## src/rtl/wb_stage.sv

```systemverilog
// Write-back stage: selects and extends load data for the GPR write port,
// holds the HI/LO pair, forwards CP0 writes and counts retirements and loads.
module wb_stage #(
  parameter int CNT_W = 32
) (
  input  logic             cpu_clk_50M,
  input  logic             cpu_rst_n,
  input  logic [4:0]       wb_wa,
  input  logic             wb_wreg,
  input  logic [31:0]      wb_dreg,
  input  logic             wb_mreg,
  input  logic [3:0]       wb_dre,
  input  logic             wb_sign,
  input  logic             wb_whilo,
  input  logic [63:0]      wb_hilo,
  input  logic             wb_cp0_we,
  input  logic [4:0]       wb_cp0_waddr,
  input  logic [31:0]      wb_cp0_wdata,
  input  logic [31:0]      dm,
  input  logic             cnt_clr,
  output logic [4:0]       rf_wa,
  output logic             rf_we,
  output logic [31:0]      rf_wd,
  output logic [31:0]      hi_o,
  output logic [31:0]      lo_o,
  output logic             cp0_we,
  output logic [4:0]       cp0_waddr,
  output logic [31:0]      cp0_wdata,
  output logic [CNT_W-1:0] retire_cnt,
  output logic [CNT_W-1:0] load_cnt
);

  logic [31:0]      r_hi;
  logic [31:0]      r_lo;
  logic [CNT_W-1:0] r_retire_cnt;
  logic [CNT_W-1:0] r_load_cnt;
  logic [31:0]      w_load_data;
  logic             w_rf_we;
  logic             w_retire_evt;
  logic             w_load_evt;

  function automatic logic [31:0] ext8(input logic [7:0] b, input logic s);
    return {{24{s & b[7]}}, b};
  endfunction

  function automatic logic [31:0] ext16(input logic [15:0] h, input logic s);
    return {{16{s & h[15]}}, h};
  endfunction

  // Lane selection; unsupported enable patterns yield zero.
  always_comb begin
    // NOTE: default assignment first so every path drives the signal and no latch is inferred.
    w_load_data = '0;
    case (wb_dre)
      4'b0001: w_load_data = ext8(dm[7:0], wb_sign);
      4'b0010: w_load_data = ext8(dm[15:8], wb_sign);
      4'b0100: w_load_data = ext8(dm[23:16], wb_sign);
      4'b1000: w_load_data = ext8(dm[31:24], wb_sign);
      4'b0011: w_load_data = ext16(dm[15:0], wb_sign);
      4'b1100: w_load_data = ext16(dm[31:16], wb_sign);
      4'b1111: w_load_data = dm;
      default: w_load_data = '0;
    endcase
  end

  // Register 0 is hard-wired, so writes to it are suppressed here.
  assign w_rf_we      = wb_wreg && (wb_wa != 5'd0);
  assign w_retire_evt = w_rf_we || wb_whilo || wb_cp0_we;
  assign w_load_evt   = wb_mreg && w_rf_we;

  assign rf_wa     = wb_wa;
  assign rf_we     = w_rf_we;
  assign rf_wd     = wb_mreg ? w_load_data : wb_dreg;
  assign cp0_we    = wb_cp0_we;
  assign cp0_waddr = wb_cp0_waddr;
  assign cp0_wdata = wb_cp0_wdata;

  // NOTE: sequential state uses non-blocking assignments so all registers update from pre-edge values.
  always_ff @(posedge cpu_clk_50M or negedge cpu_rst_n) begin
    if (!cpu_rst_n) begin
      r_hi <= '0;
      r_lo <= '0;
    end else if (wb_whilo) begin
      r_hi <= wb_hilo[63:32];
      r_lo <= wb_hilo[31:0];
    end
  end

  // Clear wins over a same-cycle increment; counters wrap freely.
  always_ff @(posedge cpu_clk_50M or negedge cpu_rst_n) begin
    if (!cpu_rst_n) begin
      r_retire_cnt <= '0;
      r_load_cnt   <= '0;
    end else if (cnt_clr) begin
      r_retire_cnt <= '0;
      r_load_cnt   <= '0;
    end else begin
      if (w_retire_evt) r_retire_cnt <= r_retire_cnt + CNT_W'(1);
      if (w_load_evt)   r_load_cnt   <= r_load_cnt + CNT_W'(1);
    end
  end

  assign hi_o       = r_hi;
  assign lo_o       = r_lo;
  assign retire_cnt = r_retire_cnt;
  assign load_cnt   = r_load_cnt;

endmodule

```

## config.mk

```make
export PLATFORM = sky130hd
export DESIGN_NAME = wb_stage
export DESIGN_NICKNAME = d
export VERILOG_FILES = /design/src/rtl/wb_stage.sv
export SDC_FILE = /design/constraint.sdc
export NUM_CORES = 1
export LEC_CHECK = 0
export CORE_AREA = 2 2 151 153
export DETAILED_ROUTE_END_ITERATION = 8
export DIE_AREA = 0 0 153 155
export PLACE_DENSITY = 0.66
export SYNTH_ARGS = -nofsm -noshare
export SYNTH_HDL_FRONTEND = slang
export SYNTH_SLANG_ARGS = --single-unit
```

## constraint.sdc

```tcl
create_clock -name cpu_clk_50M -period 3.26 [get_ports cpu_clk_50M]
set_input_delay 0.489 -clock cpu_clk_50M [delete_from_list [all_inputs] [get_ports cpu_clk_50M]]
set_output_delay 0.489 -clock cpu_clk_50M [all_outputs]
set_load 0.02 [all_outputs]
```

==> flow_metrics.env, run 1 <==
export IMPL_setup_tns_ns=0
export IMPL_yosysTopAreaCell="dfrtp_1"
export IMPL_ys_seq_area_frac=0.465
export IMPL_drive_above_1_share=0.156
export IMPL_fin_nets=1147
export IMPL_cp_end_kind="primary output"
export IMPL_clockBufferDepth=2
export IMPL_synthMostInstantiatedCell="dfrtp_1"
export IMPL_antenna_found_initial=2
export IMPL_slew_headroom=0.446
export IMPL_synth_fa_ha_area_frac=0.00363
export IMPL_wl_mm=25.0
export IMPL_synth_fp_nets=861
export IMPL_vias=6413
export IMPL_hold_viol_final=0
export IMPL_initial_core_util=0.310
export IMPL_syn_area_sq_um=6890
export IMPL_dp_hpwl_mm=19.5
export IMPL_synth_compound_area_share=0.116
export IMPL_routedWlPerCell_um=19.8
export IMPL_power_frac_comb=0.201
export IMPL_p_per_area_nw_per_um2=410
export IMPL_synthXorXnorAreaFrac=0.0546
export IMPL_netlist_instances=677
export IMPL_synth_ff_type="dfrtp_1"
export IMPL_die_x_um=153
export IMPL_track_usage=0.211
export IMPL_p_leak_uw=0.00474
export IMPL_slew_violations=0
export IMPL_fmax_ghz=0.319
export IMPL_pwr_share_clk=0.409
export IMPL_clock_sinks=128
export IMPL_grt_max_degree=65
export IMPL_vias_per_cell=5.08
export IMPL_vdd_ir_drop_max_mv=0.318
export IMPL_dp_slack_ns=-0.112
export IMPL_cp_required_ns=2.77
export IMPL_yosys_warnings=0
export IMPL_grt_pass1_vias=6571
export IMPL_synth_top_area_frac=0.465
export IMPL_die_area_sq_um=23700
export IMPL_p_seq_frac=0.390
export IMPL_design_area_sq_um=10800
export IMPL_cts_tree="yes"
export IMPL_synth_edf_count=0
export IMPL_routabilityCongestion=0.873
export IMPL_rsz0062_at_grt="no"
export IMPL_cp_arrival_ns=2.64
export IMPL_crit_fanout=7
export IMPL_grt_overflow_total=0
export IMPL_p_int_uw=3210
export IMPL_area_growth_pct=56.9
export IMPL_worst_pin_slew_ns=0.831
export IMPL_port_buffers=311
export IMPL_postPlaceCellArea_sq_um=10100
export IMPL_outcome="completed"
export IMPL_hold_class="input pin to async pin"
export IMPL_worst_slack_ns=0.127
export IMPL_row_count=55
export IMPL_core_area_sq_um=22200
export IMPL_fin_crit_ns=3.13
export IMPL_critPathLaunchType="input pin"
export IMPL_drtIter0Drc=334
export IMPL_synthArstFlopShare=1.00
export IMPL_clk_latency_ns=0.41
export IMPL_final_cells=1263
export IMPL_post_route_period_util=0.961
export IMPL_die_h_um=155
export IMPL_drv_cap=0
export IMPL_clk_pin_slew_ns=0.06
export IMPL_skew_ns=0.00814
export IMPL_swShare=0.276
export IMPL_cts_hold_fix_buffers=0
export IMPL_synth_common_cells="128 x dfrtp_1, 65 x mux2_2, 55 x nor2_1"
export IMPL_crit_type="input pin to primary output"
export IMPL_synth_top_family_by_area="simple AND/OR/NAND/NOR gates"
export IMPL_pin_count=386
export IMPL_setup_violations=0
export IMPL_numCtsBuffers=17
export IMPL_synth_area_per_cell_sq_um=10.2
export IMPL_cts_root_buf="clkbuf_16"
export IMPL_synthMuxAreaShare=0.106
export IMPL_grt_pass1_wl_mm=38.5
export IMPL_dp_cells=1226
export IMPL_antenna_left=0
export IMPL_drc=0
export IMPL_p_sw_uw=1220
export IMPL_synth_simple_area_share=0.178
export IMPL_ys_ff_latch=128
export IMPL_synth_area_leaders="dfrtp_1 46%, mux2_2 11%, buf_4 4.9%"
export IMPL_cts_max_level=4
export IMPL_synth_distinct_cells=55
export IMPL_drtPass1Iterations=7
metrics by stage:
stage	utilization	power [uW]	hold slack (ns)
after CTS	0.482	4510	0.0703
final	0.487	4430	0.0568
after global routing	0.487	4620	0.107
after global placement	0.456	2650	0.489
after floorplan	-	2170	0.193
after detailed placement	0.456	2650	0.495
kinds of logic after synthesis:
| family | Yosys count |
|---|---|
| AND/OR/NAND/NOR | 234 |
| flip-flops | 128 |
| AO/OA/AOI/OAI | 115 |
| buffers and inverters | 90 |
| multiplexers | 65 |
| XOR/XNOR | 43 |
| adder cells (fa/ha/maj) | 2 |
cell usage in the layout (no fill, tap or decap), types with 11 or more instances in the layout:
cell type,n
clkdlybuf4s50_1,276
dfrtp_1,128
mux2_2,65
nand2_1,54
nor2_1,54
buf_4,37
dlymetal6s2s_1,30
a21oi_1,28
xnor2_1,27
a22oi_1,25
nand3_1,23
nand4_1,18
clkbuf_16,17
nor4_1,16
xor2_1,16
o21ai_0,12
or3_1,11
layout make-up:
class / count / area (sq um)
fillers: 2031 / 11400
repair buffers: 347 / 3470
flip-flops and latches: 128 / 3200
multi-input cells: 459 / 3180
clock buffers: 19 / 433
well taps: 285 / 357
clock inverters: 13 / 130
inverters: 10 / 37.5
diodes: 2 / 5.00
layer usage:
layer / share of wire / track usage / vias up
li1: - / - / 2981
met4: 0.041 / 0.102 / 0
met2: 0.52 / 0.378 / 280
met1: 0.35 / 0.219 / 3101
met3: 0.092 / 0.0766 / 51
met5: 0 / 0 / -
final timing paths:
check,slack [ns],start,depth (start not counted),to
min,0.06,cpu_rst_n,1,lo_o[8]$_DFFE_PN0P_
max,0.13,wb_dre[3],8,rf_wd[1]
min in group cpu_clk_50M,0.42,cnt_clr,3,retire_cnt[30]$_DFFE_PN0P_
max reg2reg,0.83,load_cnt[11]$_DFFE_PN0P_,5,load_cnt[29]$_DFFE_PN0P_
max in group asynchronous,2.40,cpu_rst_n,2,retire_cnt[24]$_DFFE_PN0P_
min reg2reg,0.51,hi_o[24]$_DFFE_PN0P_,1,hi_o[24]$_DFFE_PN0P_
registers in the layout, summed over array words and instances (netlist names):
name and count:
hi_o 32, lo_o 32, load_cnt 32, retire_cnt 32
repair_timing:
| action | in CTS | in global routing |
|---|---|---|
| setup endpoints to repair | 22 | 30 |
| gates resized for setup | 4 | 31 |
| setup buffers | 0 | 3 |
| pin swaps | 0 | 1 |
critical path, cell delays in order:
cell and delay [ns]:
clkdlybuf4s50_1 0.44, or2_2 0.36, nor3b_1 0.21, buf_4 0.20, a222oi_1 0.10, a21oi_1 0.15
a21o_1 0.10, clkdlybuf4s50_1 0.59
power by group through the flow:
stage	clock network (uW)	logic (uW)	registers, uW
finish	1810	890	1730
global route	1940	946	1740
detailed placement	0	897	1750
floorplan	0	314	1850
global placement	0	898	1750
CTS	1880	905	1730
No activity file was read; power rests on OpenSTA's default activity.
==> inputs of run 2 (changes only) <==
--- a/config.mk
+++ b/config.mk
@@ -9,6 +9,7 @@
 export DETAILED_ROUTE_END_ITERATION = 8
 export DIE_AREA = 0 0 153 155
 export PLACE_DENSITY = 0.66
+export RECOVER_POWER = 25
 export SYNTH_ARGS = -nofsm -noshare
 export SYNTH_HDL_FRONTEND = slang
 export SYNTH_SLANG_ARGS = --single-unit
==> constraint.sdc (replaced) <==
create_clock -name cpu_clk_50M -period 3.26 [get_ports cpu_clk_50M]
set_input_delay 0.815 -clock cpu_clk_50M [delete_from_list [all_inputs] [get_ports cpu_clk_50M]]
set_output_delay 0.815 -clock cpu_clk_50M [all_outputs]
set_load 0.02 [all_outputs]
==> flow_metrics.env, run 2 (synthesis results as in run 1) <==
export IMPL_outcome="finished, violations left"
export IMPL_violations="capacitance limit, slew limit"
export IMPL_critPathLaunchType="input pin"
export IMPL_routedWlPerCell_um=18.7
export IMPL_vdd_ir_drop_max_mv=0.273
export IMPL_rsz0062_at_grt="yes"
export IMPL_cp_slowest_cell="a211o_4"
export IMPL_routabilityCongestion=0.875
export IMPL_die_area_sq_um=23700
export IMPL_vias=6576
export IMPL_multi_input_area_sq_um=3270
export IMPL_die_h_um=155
export IMPL_reg2regPathDepth=5
export IMPL_track_usage=0.194
export IMPL_core_area_sq_um=22200
export IMPL_critPathTopFamily="buffers and inverters"
export IMPL_hold_end="hi_o[30]$_DFFE_PN0P_"
export IMPL_setup_violations=0
export IMPL_hold_class="flop to flop"
export IMPL_cts_tree="yes"
export IMPL_cp_end_kind="primary output"
export IMPL_numCtsBuffers=17
export IMPL_drtPass1Iterations=7
export IMPL_grt_overflow_total=0
export IMPL_fin_nets=1163
export IMPL_clk_latency_ns=0.42
export IMPL_final_cell_mix="266 x clkdlybuf4s50_1, 128 x dfrtp_1, 65 x mux2_2"
export IMPL_layout_commonest_cell="clkdlybuf4s50_1"
export IMPL_p_per_area_nw_per_um2=413
export IMPL_post_route_period_util=0.987
export IMPL_slew_headroom=-0.0199
export IMPL_reg2reg_slack_ns=0.79
export IMPL_clock_sinks=128
export IMPL_antenna_found_initial=0
export IMPL_fmax_ghz=0.311
export IMPL_die_x_um=153
export IMPL_drtIter0Drc=453
export IMPL_cpPeakStageDelay_ns=0.31
export IMPL_area_growth_pct=56.5
export IMPL_clk_pin_slew_ns=0.06
export IMPL_design_area_sq_um=10800
export IMPL_rr_startpoint="load_cnt[11]$_DFFE_PN0P_"
export IMPL_dp_slack_ns=-0.766
export IMPL_seq_area_sq_um=3200
export IMPL_dp_hpwl_mm=17.7
export IMPL_r2r_end="load_cnt[29]$_DFFE_PN0P_"
export IMPL_grt_max_degree=65
export IMPL_fin_crit_ns=3.22
export IMPL_postPlaceCellArea_sq_um=10200
export IMPL_fill_cells=2044
export IMPL_grt_pass1_wl_mm=36.2
export IMPL_grt_pass1_vias=6342
export IMPL_holdCritStartpoint="hi_o[30]$_DFFE_PN0P_"
export IMPL_worst_pin_slew_ns=1.53
export IMPL_drc=0
export IMPL_skew_ns=0.0153
export IMPL_cp_num_buf_inv=4
export IMPL_p_leak_uw=0.00449
export IMPL_hold_viol_final=0
export IMPL_vias_per_cell=5.16
export IMPL_drive_above_1_share=0.212
export IMPL_hold_path_cell_count=1
export IMPL_drv_cap=1
export IMPL_pin_count=386
export IMPL_row_count=55
export IMPL_cp_arrival_ns=2.40
export IMPL_antennaDiodeCount=0
export IMPL_cts_max_level=4
export IMPL_worst_slack_ns=0.0411
export IMPL_wl_mm=23.8
export IMPL_slew_violations=61
export IMPL_initial_core_util=0.310
export IMPL_cts_root_buf="clkbuf_16"
export IMPL_antenna_left=0
export IMPL_crit_fanout=8
export IMPL_p_total_uw=4450
export IMPL_port_buffers=311
export IMPL_cp_cell_sequence="dlygate4sd2_1 -> buf_6 -> nor2_4 -> o21a_1 -> o21ai_4 -> buf_4 -> a211o_4 -> nand2_1 -> buf_2"
export IMPL_crit_type="input pin to primary output"
export IMPL_clockBufferDepth=2
export IMPL_cp_required_ns=2.44
## run 2: cell types whose count changed in the layout (fill, tap and decap cells not counted), moves of 3 or more
cell             change
dlygate4sd2_1        +3
dlymetal6s2s_1      -25
buf_6                +6
inv_6                -3
buf_4                +9
clkbuf_2             +4
clkdlybuf4s50_1     -10
buf_2               +28
## run 2: final cells by class
cell class / instances / share of cell area
Tap cell: 285 / 0.0331
Clock buffer: 17 / 0.0394
Clock inverter: 13 / 0.0131
Inverter: 10 / 0.00348
Timing Repair Buffer: 362 / 0.311
Sequential cell: 128 / 0.297
Multi-Input combinational cell: 460 / 0.303
## run 2: report_power, final
group	total [uW]	switching, uW	internal [uW]
logic	879	418	462
registers	1720	50.3	1670
clock network	1850	732	1120
## run 2: layer usage
metal  GRT usage  part of all wire  wire length (um)
met4      0.0644             0.021               502
met3      0.0465             0.054              1290
met5           0                 0                 0
met1       0.260              0.43             10300
met2       0.311              0.49             11700
## run 2: worst max-delay path by stage
stage | startpoint | to | slack, ns | cells past startpoint
floorplan | wb_dre[2] | rf_wd[13] | 0.03 | 8
global placement | wb_dre[3] | rf_wd[30] | -0.71 | 7
detailed placement | wb_dre[2] | rf_wd[15] | -0.77 | 7
CTS | dm[31] | rf_wd[30] | 0.01 | 7
global route | wb_dre[1] | rf_wd[16] | -0.02 | 9
finish | wb_dre[1] | rf_wd[25] | 0.04 | 9
## run 2: timing repair
action                                  in CTS  in global routing
endpoints found under the setup margin      33                 29
hold buffers                                 0                  0
endpoints found under the hold margin        0                  0
pin swaps                                   11                  8
cloned                                       3                  0
resized for setup                          151                 25
buffers inserted                             2                  1
## run 2: through the flow
| stage | hold WS, ns | TNS, ns | std cells | utilization |
|---|---|---|---|---|
| floorplan | 0.519 | 0 | 677 | - |
| global placement | 0.488 | -21.25 | 1239 | 0.460 |
| finish | 0.505 | 0 | 1275 | 0.485 |
| CTS | 0.422 | 0 | 1274 | 0.485 |
| detailed placement | 0.495 | -22.41 | 1239 | 0.460 |
| global route | 0.515 | -0.207 | 1275 | 0.485 |
